==> src/rtl/rr_csr_pkg.sv <==
// Register map and field positions for the record-replay CSR block.
package rr_csr_pkg;
  localparam logic [7:0] RR_ID_OFS        = 8'h00;
  localparam logic [7:0] RR_CTRL_OFS      = 8'h04;
  localparam logic [7:0] RR_STATUS_OFS    = 8'h08;
  localparam logic [7:0] RR_SCRATCH_OFS   = 8'h0C;
  localparam logic [7:0] RR_WR_CNT_OFS    = 8'h10;
  localparam logic [7:0] RR_RD_CNT_OFS    = 8'h14;
  localparam logic [7:0] RR_STALL_CNT_OFS = 8'h18;
  localparam logic [7:0] RR_CYC_LO_OFS    = 8'h1C;
  localparam logic [7:0] RR_CYC_HI_OFS    = 8'h20;

  localparam int CTRL_REC_BIT    = 0;
  localparam int CTRL_REPLAY_BIT = 1;
  localparam int CTRL_CLR_BIT    = 2;
  localparam int STATUS_SAT_BIT  = 2;

  localparam logic [31:0] RR_BAD_RDATA = 32'hDEAD_BEEF;
endpackage

==> src/rtl/cfg_bus_t.sv <==
// Single-pulse cfg_bus between the OCL slave decoder and a register slot.
interface cfg_bus_t;
  logic [31:0] addr;
  logic [31:0] wdata;
  logic        wr;
  logic        rd;
  logic        ack;
  logic [31:0] rdata;

  modport slave  (input addr, wdata, wr, rd, output ack, rdata);
  modport master (output addr, wdata, wr, rd, input ack, rdata);
endinterface

==> src/rtl/rr_sat_counter.sv <==
// Event counter that sticks at all-ones; synchronous clear has priority.
module rr_sat_counter #(
  parameter int WIDTH = 32
) (
  input  logic             clk,
  input  logic             sync_rst_n,
  input  logic             inc,
  input  logic             clr,
  output logic [WIDTH-1:0] cnt,
  output logic             sat
);
  assign sat = &cnt;

  always_ff @(posedge clk or negedge sync_rst_n) begin
    if (!sync_rst_n)      cnt <= '0;
    else if (clr)         cnt <= '0;
    else if (inc && !sat) cnt <= cnt + 1'b1;
  end
endmodule

==> src/rtl/rr_cfg_csr.sv <==
// RR control/status registers: recorder controls plus activity counters.
module rr_cfg_csr
  import rr_csr_pkg::*;
#(
  parameter logic [31:0] ID_VALUE = 32'h5252_0001
) (
  input  logic     clk,
  input  logic     sync_rst_n,
  cfg_bus_t.slave  cfg_bus,
  input  logic     evt_wr,
  input  logic     evt_rd,
  input  logic     log_stall,
  output logic     rr_rec_en,
  output logic     rr_replay_en
);
  logic [7:0]  ofs;
  logic        wr, rd, ctrl_wr, clr;
  logic        ack;
  logic [31:0] rdata, rd_mux, scratch, shadow;
  logic [31:0] wr_cnt, rd_cnt, stall_cnt;
  logic [2:0]  sats;
  logic        sat_flag;
  logic [63:0] cyc;
  logic        unused_addr;

  assign ofs         = cfg_bus.addr[7:0];
  assign unused_addr = ^cfg_bus.addr[31:8];
  // A write wins over a simultaneous read; the read is simply dropped.
  assign wr      = cfg_bus.wr;
  assign rd      = cfg_bus.rd && !cfg_bus.wr;
  assign ctrl_wr = wr && (ofs == RR_CTRL_OFS);
  assign clr     = ctrl_wr && cfg_bus.wdata[CTRL_CLR_BIT];

  assign cfg_bus.ack   = ack;
  assign cfg_bus.rdata = rdata;

  rr_sat_counter #(.WIDTH(32)) u_wr_cnt (
    .clk(clk), .sync_rst_n(sync_rst_n), .inc(evt_wr && rr_rec_en), .clr(clr),
    .cnt(wr_cnt), .sat(sats[0]));
  rr_sat_counter #(.WIDTH(32)) u_rd_cnt (
    .clk(clk), .sync_rst_n(sync_rst_n), .inc(evt_rd && rr_rec_en), .clr(clr),
    .cnt(rd_cnt), .sat(sats[1]));
  rr_sat_counter #(.WIDTH(32)) u_stall_cnt (
    .clk(clk), .sync_rst_n(sync_rst_n), .inc(log_stall && rr_rec_en), .clr(clr),
    .cnt(stall_cnt), .sat(sats[2]));

  always_comb begin
    rd_mux = RR_BAD_RDATA;
    case (ofs)
      RR_ID_OFS:        rd_mux = ID_VALUE;
      RR_CTRL_OFS:      rd_mux = {30'd0, rr_replay_en, rr_rec_en};
      RR_STATUS_OFS:    rd_mux = {29'd0, sat_flag, rr_replay_en, rr_rec_en};
      RR_SCRATCH_OFS:   rd_mux = scratch;
      RR_WR_CNT_OFS:    rd_mux = wr_cnt;
      RR_RD_CNT_OFS:    rd_mux = rd_cnt;
      RR_STALL_CNT_OFS: rd_mux = stall_cnt;
      RR_CYC_LO_OFS:    rd_mux = cyc[31:0];
      RR_CYC_HI_OFS:    rd_mux = shadow;
      default:          rd_mux = RR_BAD_RDATA;
    endcase
  end

  always_ff @(posedge clk or negedge sync_rst_n) begin
    if (!sync_rst_n) begin
      ack          <= 1'b0;
      rdata        <= '0;
      rr_rec_en    <= 1'b0;
      rr_replay_en <= 1'b0;
      scratch      <= '0;
    end else begin
      ack <= wr || rd;
      if (rd) rdata <= rd_mux;
      if (ctrl_wr) begin
        // Record takes precedence when both mode bits are written as 1.
        rr_rec_en    <= cfg_bus.wdata[CTRL_REC_BIT];
        rr_replay_en <= cfg_bus.wdata[CTRL_REPLAY_BIT] && !cfg_bus.wdata[CTRL_REC_BIT];
      end
      if (wr && (ofs == RR_SCRATCH_OFS)) scratch <= cfg_bus.wdata;
    end
  end

  // Cycle counter with LO-read snapshot of the upper half for coherent reads.
  always_ff @(posedge clk or negedge sync_rst_n) begin
    if (!sync_rst_n) begin
      cyc      <= '0;
      shadow   <= '0;
      sat_flag <= 1'b0;
    end else if (clr) begin
      cyc      <= '0;
      shadow   <= '0;
      sat_flag <= 1'b0;
    end else begin
      if (rr_rec_en) cyc <= cyc + 64'd1;
      if (rd && (ofs == RR_CYC_LO_OFS)) shadow <= cyc[63:32];
      sat_flag <= sat_flag || (|sats);
    end
  end
endmodule

==> src/flat_wrapper.sv <==
// flat-port wrapper written by rule: the top's interface ports become plain ports
module rr_cfg_csr_flat import rr_csr_pkg::*;
#(
  parameter logic [31:0] ID_VALUE = 32'h5252_0001
)
  (clk, sync_rst_n, evt_wr, evt_rd, log_stall, rr_rec_en, rr_replay_en, cfg_bus_addr, cfg_bus_wdata, cfg_bus_wr, cfg_bus_rd, cfg_bus_ack, cfg_bus_rdata);
  cfg_bus_t cfg_bus_i ();
  input  logic clk;
  input  logic sync_rst_n;
  input  logic evt_wr;
  input  logic evt_rd;
  input  logic log_stall;
  output logic rr_rec_en;
  output logic rr_replay_en;
  input wire logic [$bits(cfg_bus_i.addr)-1:0] cfg_bus_addr;
  input wire logic [$bits(cfg_bus_i.wdata)-1:0] cfg_bus_wdata;
  input wire logic [$bits(cfg_bus_i.wr)-1:0] cfg_bus_wr;
  input wire logic [$bits(cfg_bus_i.rd)-1:0] cfg_bus_rd;
  output wire logic [$bits(cfg_bus_i.ack)-1:0] cfg_bus_ack;
  output wire logic [$bits(cfg_bus_i.rdata)-1:0] cfg_bus_rdata;
  assign cfg_bus_i.addr = cfg_bus_addr;
  assign cfg_bus_i.wdata = cfg_bus_wdata;
  assign cfg_bus_i.wr = cfg_bus_wr;
  assign cfg_bus_i.rd = cfg_bus_rd;
  assign cfg_bus_ack = cfg_bus_i.ack;
  assign cfg_bus_rdata = cfg_bus_i.rdata;
  rr_cfg_csr #(.ID_VALUE(ID_VALUE)) u_core (.clk(clk), .sync_rst_n(sync_rst_n), .cfg_bus(cfg_bus_i), .evt_wr(evt_wr), .evt_rd(evt_rd), .log_stall(log_stall), .rr_rec_en(rr_rec_en), .rr_replay_en(rr_replay_en));
endmodule
==> config.mk <==
export PLATFORM = sky130hd
export DESIGN_NAME = rr_cfg_csr_flat
export DESIGN_NICKNAME = d
export VERILOG_FILES = /design/src/rtl/rr_csr_pkg.sv /design/src/rtl/cfg_bus_t.sv /design/src/rtl/rr_sat_counter.sv /design/src/rtl/rr_cfg_csr.sv /design/src/flat_wrapper.sv
export SDC_FILE = /design/constraint.sdc
export NUM_CORES = 1
export LEC_CHECK = 0
export ABC_AREA = 1
export BUFFER_PORTS_ARGS = -buffer_cell sky130_fd_sc_hd__buf_2
export CAP_MARGIN = 20
export CORE_ASPECT_RATIO = 0.9
export CORE_MARGIN = 2
export CORE_UTILIZATION = 25
export CTS_BUF_LIST = sky130_fd_sc_hd__clkbuf_16
export DETAILED_ROUTE_END_ITERATION = 8
export PLACE_DENSITY = 0.49
export SLEW_MARGIN = 10
export SYNTH_ARGS = -nofsm -noshare
export SYNTH_HDL_FRONTEND = slang
export SYNTH_SLANG_ARGS = --single-unit
export TNS_END_PERCENT = 50
==> constraint.sdc <==
create_clock -name clk -period 2.45 [get_ports clk]
set_input_delay 0.3675 -clock clk [delete_from_list [all_inputs] [get_ports clk]]
set_output_delay 0.3675 -clock clk [all_outputs]
set_load 0.02 [all_outputs]
# Word-level counts from Yosys, hierarchy flattened
# Index checks and enable logic that the tools add are counted.
totals:
  reg_bits: 260
  inputBits: 71
  out_inout_bits: 35
  wordCells: 64
classes:
  add_sub_neg: 4
  eq_ne: 8
  n_mux: 12
  reduce_logical: 29
op_table:
  columns: ["op", "count"]
  rows:
  - ["$pmux 32 s9", 1]
  - ["$mux 32", 8]
  - ["$mux 64", 2]
  - ["$add 32x1->32 const B", 3]
  - ["$reduce_and 32->1", 3]
  - ["$add 64x1->64 const B", 1]
  - ["$eq 8x5->1 const B", 4]
  - ["$eq 8x4->1 const B", 2]
  - ["$logic_and 1x1->1", 12]
  - ["$reduce_bool 2->1", 5]
  - ["$eq 8x3->1 const B", 1]
  - ["$eq 8x6->1 const B", 1]
  - ["$logic_not 8->1", 1]
  - ["$logic_not 1->1", 5]
  - ["$reduce_or 3->1", 1]
  - ["$logic_or 1x1->1", 2]
  - ["$mux 1", 1]

# Logic depth before layout (Yosys ltp)
logic_depth:
  word_depth: 5
  ltp_mapped: 12
  depth_no_buf: 12

# By module
# A second synthesis with hierarchy kept.
unflattened:
  cells_unflattened: 2431
  hier_area_um2: 16595.9
by_module_without_submodules:
  columns: ["module", "instances", "cells_each", "area_each_um2", "seq_area_each_um2"]
  rows:
  - ["rr_cfg_csr", 1, 1447, 9929.5, 4103.9]
  - ["rr_sat_counter", 3, 328, 2222.1, 800.8]

# Least setup slack after synthesis
# Ideal clock, no wire load.
synth_timing:
  path_kind: "register to register"
  start: "register u_core.u_wr_cnt.cnt[0]"
  end: "register u_core.u_wr_cnt.cnt[14]"
  setup_ns: 0.119
  t_arrival_ns: 1.587
  path_slack_ns: 0.744
  stages_incl_launch_ff: 12
  path_buffers: 1
  cell_sequence: "dfrtp_1 -> ha_1 -> inv_2 -> nor2_2 -> nand2_1 -> nor2_4 -> nand2_2 -> nand2_4 -> inv_4 -> buf_2 -> nand4_1 -> o21ai_2"
synth_between:
  elab_chain_cells: 4
synth_rtl:
  columns: ["element", "line_no", "rtl"]
  rows:
  - ["from (decl)", "rr_sat_counter.sv:9", "output logic [WIDTH-1:0] cnt,"]
  - ["from (signal assigned)", "rr_sat_counter.sv:17", "else if (inc && !sat) cnt <= cnt + 1'b1;"]
  - ["branches (longest 4 deep; another with $add 32x1->32)", null, null]
# Parallel ways; which one is timed is not known. The select of a mux whose other input is x is not followed.
# A chain may end at the register's enable or synchronous reset.

# Final worst setup path
layout_timing:
  start: "register u_core.u_wr_cnt.cnt[1]"
  end: "register u_core.u_wr_cnt.cnt[22]"
# Same word-level chain as after synthesis.

==> impl_metrics.env <==
export IMPL_synth_area_mm2=0.01600
export IMPL_finalCritPeriodShare=0.9268
export IMPL_vias=16069
export IMPL_synth_warning_count=0
export IMPL_slew_headroom=0.5395
export IMPL_fill_cells=6907
export IMPL_first_global_vias=15409
export IMPL_hold_viol_final=0
export IMPL_hold_class="in -> reg"
export IMPL_post_cts_buffers=0
export IMPL_timing_setup_tns_ns=0
export IMPL_cts_tree="built"
export IMPL_leakage_nw=8.713
export IMPL_core_mm2=0.06303
export IMPL_layout_min_cycle_time_ns=2.271
export IMPL_drive_gt1_frac=0.1130
export IMPL_wl_per_cell_um=18.39
export IMPL_cts_resized_gates=0
export IMPL_die_y_um=244
export IMPL_rsz0062_at_grt="false"
export IMPL_tightest_slew_ns=0.6835
export IMPL_final_cell_mix="nand2_1, nor2_1, dfrtp_1"
export IMPL_first_iter_violations=1623
export IMPL_syn_avg_cell_area_um2=6.780
export IMPL_seq_area_mm2=0.006506
export IMPL_synth_edf_count=0
export IMPL_final_common_cell="nand2_1"
export IMPL_drv_slew=0
export IMPL_synthCells=2360
export IMPL_fin_total_pwr_mw=12.71
export IMPL_start_util=0.2539
export IMPL_dieArea_mm2=0.06604
export IMPL_synthToLayoutAreaGrowth_pct=16.59
export IMPL_fmax_mhz=440.4
export IMPL_grt_pass1_wl_um=93850
export IMPL_htreeDepth=2
export IMPL_syn_nets=2435
export IMPL_status="complete, no violations"
export IMPL_multi_input_area_mm2=0.008129
export IMPL_peakVddDrop_uv=407.8
export IMPL_portBuffers=81
export IMPL_drv_cap=0
export IMPL_yosysSeqAreaShare=0.4066
export IMPL_clock_path_buffers=3
export IMPL_ys_seq_elements=260
export IMPL_core_rowCount=87
export IMPL_arrival_ns=2.73
export IMPL_worstSetupPathType="reg -> reg"
export IMPL_grt_usage=0.1851
export IMPL_pwr_density_cell_mw_per_mm2=681.5
export IMPL_worstPathMaxFanout=15
export IMPL_ant_nets=0
export IMPL_cts_buffers=35
export IMPL_cts_sinks=260
export IMPL_post_dp_hpwl_um=47410
export IMPL_synth_flop_cell="dfrtp_1"
export IMPL_firstDrtPassIters=6
export IMPL_finalSetupViolCount=0
export IMPL_gp_congestion=0.9542
export IMPL_die_width_um=270.7
export IMPL_synth_cell_types=44
export IMPL_cp_required_ns=2.91
export IMPL_diodes=0
export IMPL_clkSlewWorstSetupHoldPaths_ns=0.06
export IMPL_async_flop_share=1.000
export IMPL_antenna_found_initial=2
export IMPL_ios=106
export IMPL_root_buffer="clkbuf_16"
export IMPL_drc=0
export IMPL_grt_max_degree=85
export IMPL_viasPerCell=4.811
export IMPL_routed_wl_um=61420
export IMPL_start_kind="flop"
export IMPL_fin_skew_ns=0.03979
export IMPL_clock_latency_ns=0.57
export IMPL_end_kind="flop"
export IMPL_nNetsFinal=2545
export IMPL_globalRouteOverflowTotal=0
## routing by layer
metal	wire length (µm)	global-route usage	up-vias
met4	2114	0.06256	4
met3	4585	0.03663	104
met1	28060	0.2612	7631
li1	-	-	7804
met5	19	0	-
met2	26640	0.2815	526
## synth_stat cells (2+ instances only)
cell      count  area share
nand2_1     585        0.14
nor2_1      514        0.12
dfrtp_1     260        0.41
inv_1       230       0.054
nand3_1     211       0.066
o21ai_0     120       0.038
a21oi_1      64       0.020
nand4_1      64       0.025
nor3_1       63       0.020
o21ai_1      37       0.012
buf_2        28      0.0088
buf_6        19       0.013
o21ai_2      18      0.0099
nor2_2       16      0.0063
clkbuf_1     15      0.0035
nand2_2      13      0.0051
inv_2        11      0.0026
o22ai_1      11      0.0043
nor2_4        9      0.0063
nand2_4       8      0.0056
buf_4         7      0.0033
mux2_1        6      0.0042
mux2_2        6      0.0042
nand3_2       5      0.0031
nand3b_1      5      0.0023
xor2_1        5      0.0027
and2_1        4      0.0016
ha_1          4      0.0031
o21a_1        3      0.0014
a21o_1        2     0.00094
buf_1         2     0.00047
nor3b_1       2     0.00094
or2_2         2     0.00078
## through the flow
| step | instance area [µm²] | util | hold WS (ns) | setup slack (ns) | cells |
|---|---|---|---|---|---|
| 2_1_floorplan | 16000 | - | 0.07191 | 0.7439 | 2360 |
| 3_3_place_gp | 17550 | 0.2785 | 0.2068 | 0.02901 | 3274 |
| 3_5_place_dp | 17550 | 0.2785 | 0.2042 | 0.006971 | 3274 |
| 4_1_cts | 18650 | 0.2960 | 0.002204 | 0.1938 | 3340 |
| 5_1_grt | 18650 | 0.2960 | 0.01367 | 0.05999 | 3340 |
| 6_report | 18650 | 0.2960 | 0.01916 | 0.1794 | 3340 |
## report_power, final
group	switching, mW	internal (mW)
sequential	0.618	4.80
clock	2.12	2.81
combinational	1.63	0.740
## cells by family (layout without fill, tap and decap cells)
logic type      count (synthesis)  after routing  synth area share
fa+ha+maj                       4              4          0.003128
mux                            12             12          0.008445
simple gates                 1505           1505            0.4043
xor+xnor                        6              6          0.003284
buf+inv                       314            449           0.08664
flops                         260            260            0.4066
compound gates                259            259           0.08758
## layout make-up
cell class,count,area share
repair buffers,144,0.05285
clock buffers,35,0.04695
well taps,845,0.05668
clock inverters,27,0.009860
multi-input cells,1786,0.4358
flip-flops and latches,260,0.3488
inverters,243,0.04910
## registers in the layout, summed over array words and instances (netlist names), 32 cells and up
name and cells:
u_core.cfg_bus.rdata 32, u_core.u_rd_cnt.cnt 32, u_core.u_stall_cnt.cnt 32, u_core.shadow 32, u_core.u_wr_cnt.cnt 32, u_core.cyc 64, u_core.scratch 32
## worst max-delay path, cell delays in order (launching register included)
cell and delay, ns:
dfrtp_1 0.41, ha_1 0.28, inv_2 0.10, nor2_2 0.16
nand2_1 0.14, nor2_4 0.20, nand2_2 0.13, nand2_4 0.19
nand2_4 0.20, buf_4 0.22, o21ai_0 0.14
## path summary, 6_finish.rpt
path | startpoint | end | slack, ns | depth (start not counted)
setup / recovery | u_core.u_wr_cnt.cnt[1] | u_core.u_wr_cnt.cnt[22] | 0.18 | 10
hold / removal | cfg_bus_wdata[20] | u_core.scratch[20] | 0.02 | 2
setup reg to reg | u_core.u_wr_cnt.cnt[1] | u_core.u_wr_cnt.cnt[22] | 0.18 | 10
hold reg to reg | u_core.cfg_bus.rdata[20] | u_core.cfg_bus.rdata[20] | 0.49 | 2
max in group asynchronous | sync_rst_n | u_core.u_rd_cnt.cnt[2] | 1.41 | 3
min in group asynchronous | sync_rst_n | u_core.u_wr_cnt.cnt[14] | 0.23 | 2
## timing repair
item / 4_1_cts / 5_1_grt
endpoints found under the hold margin: 154 / 0
hold buffers: 4 / 0
endpoints found under the setup margin: 0 / 0
Power figures use the tool's default switching activity.
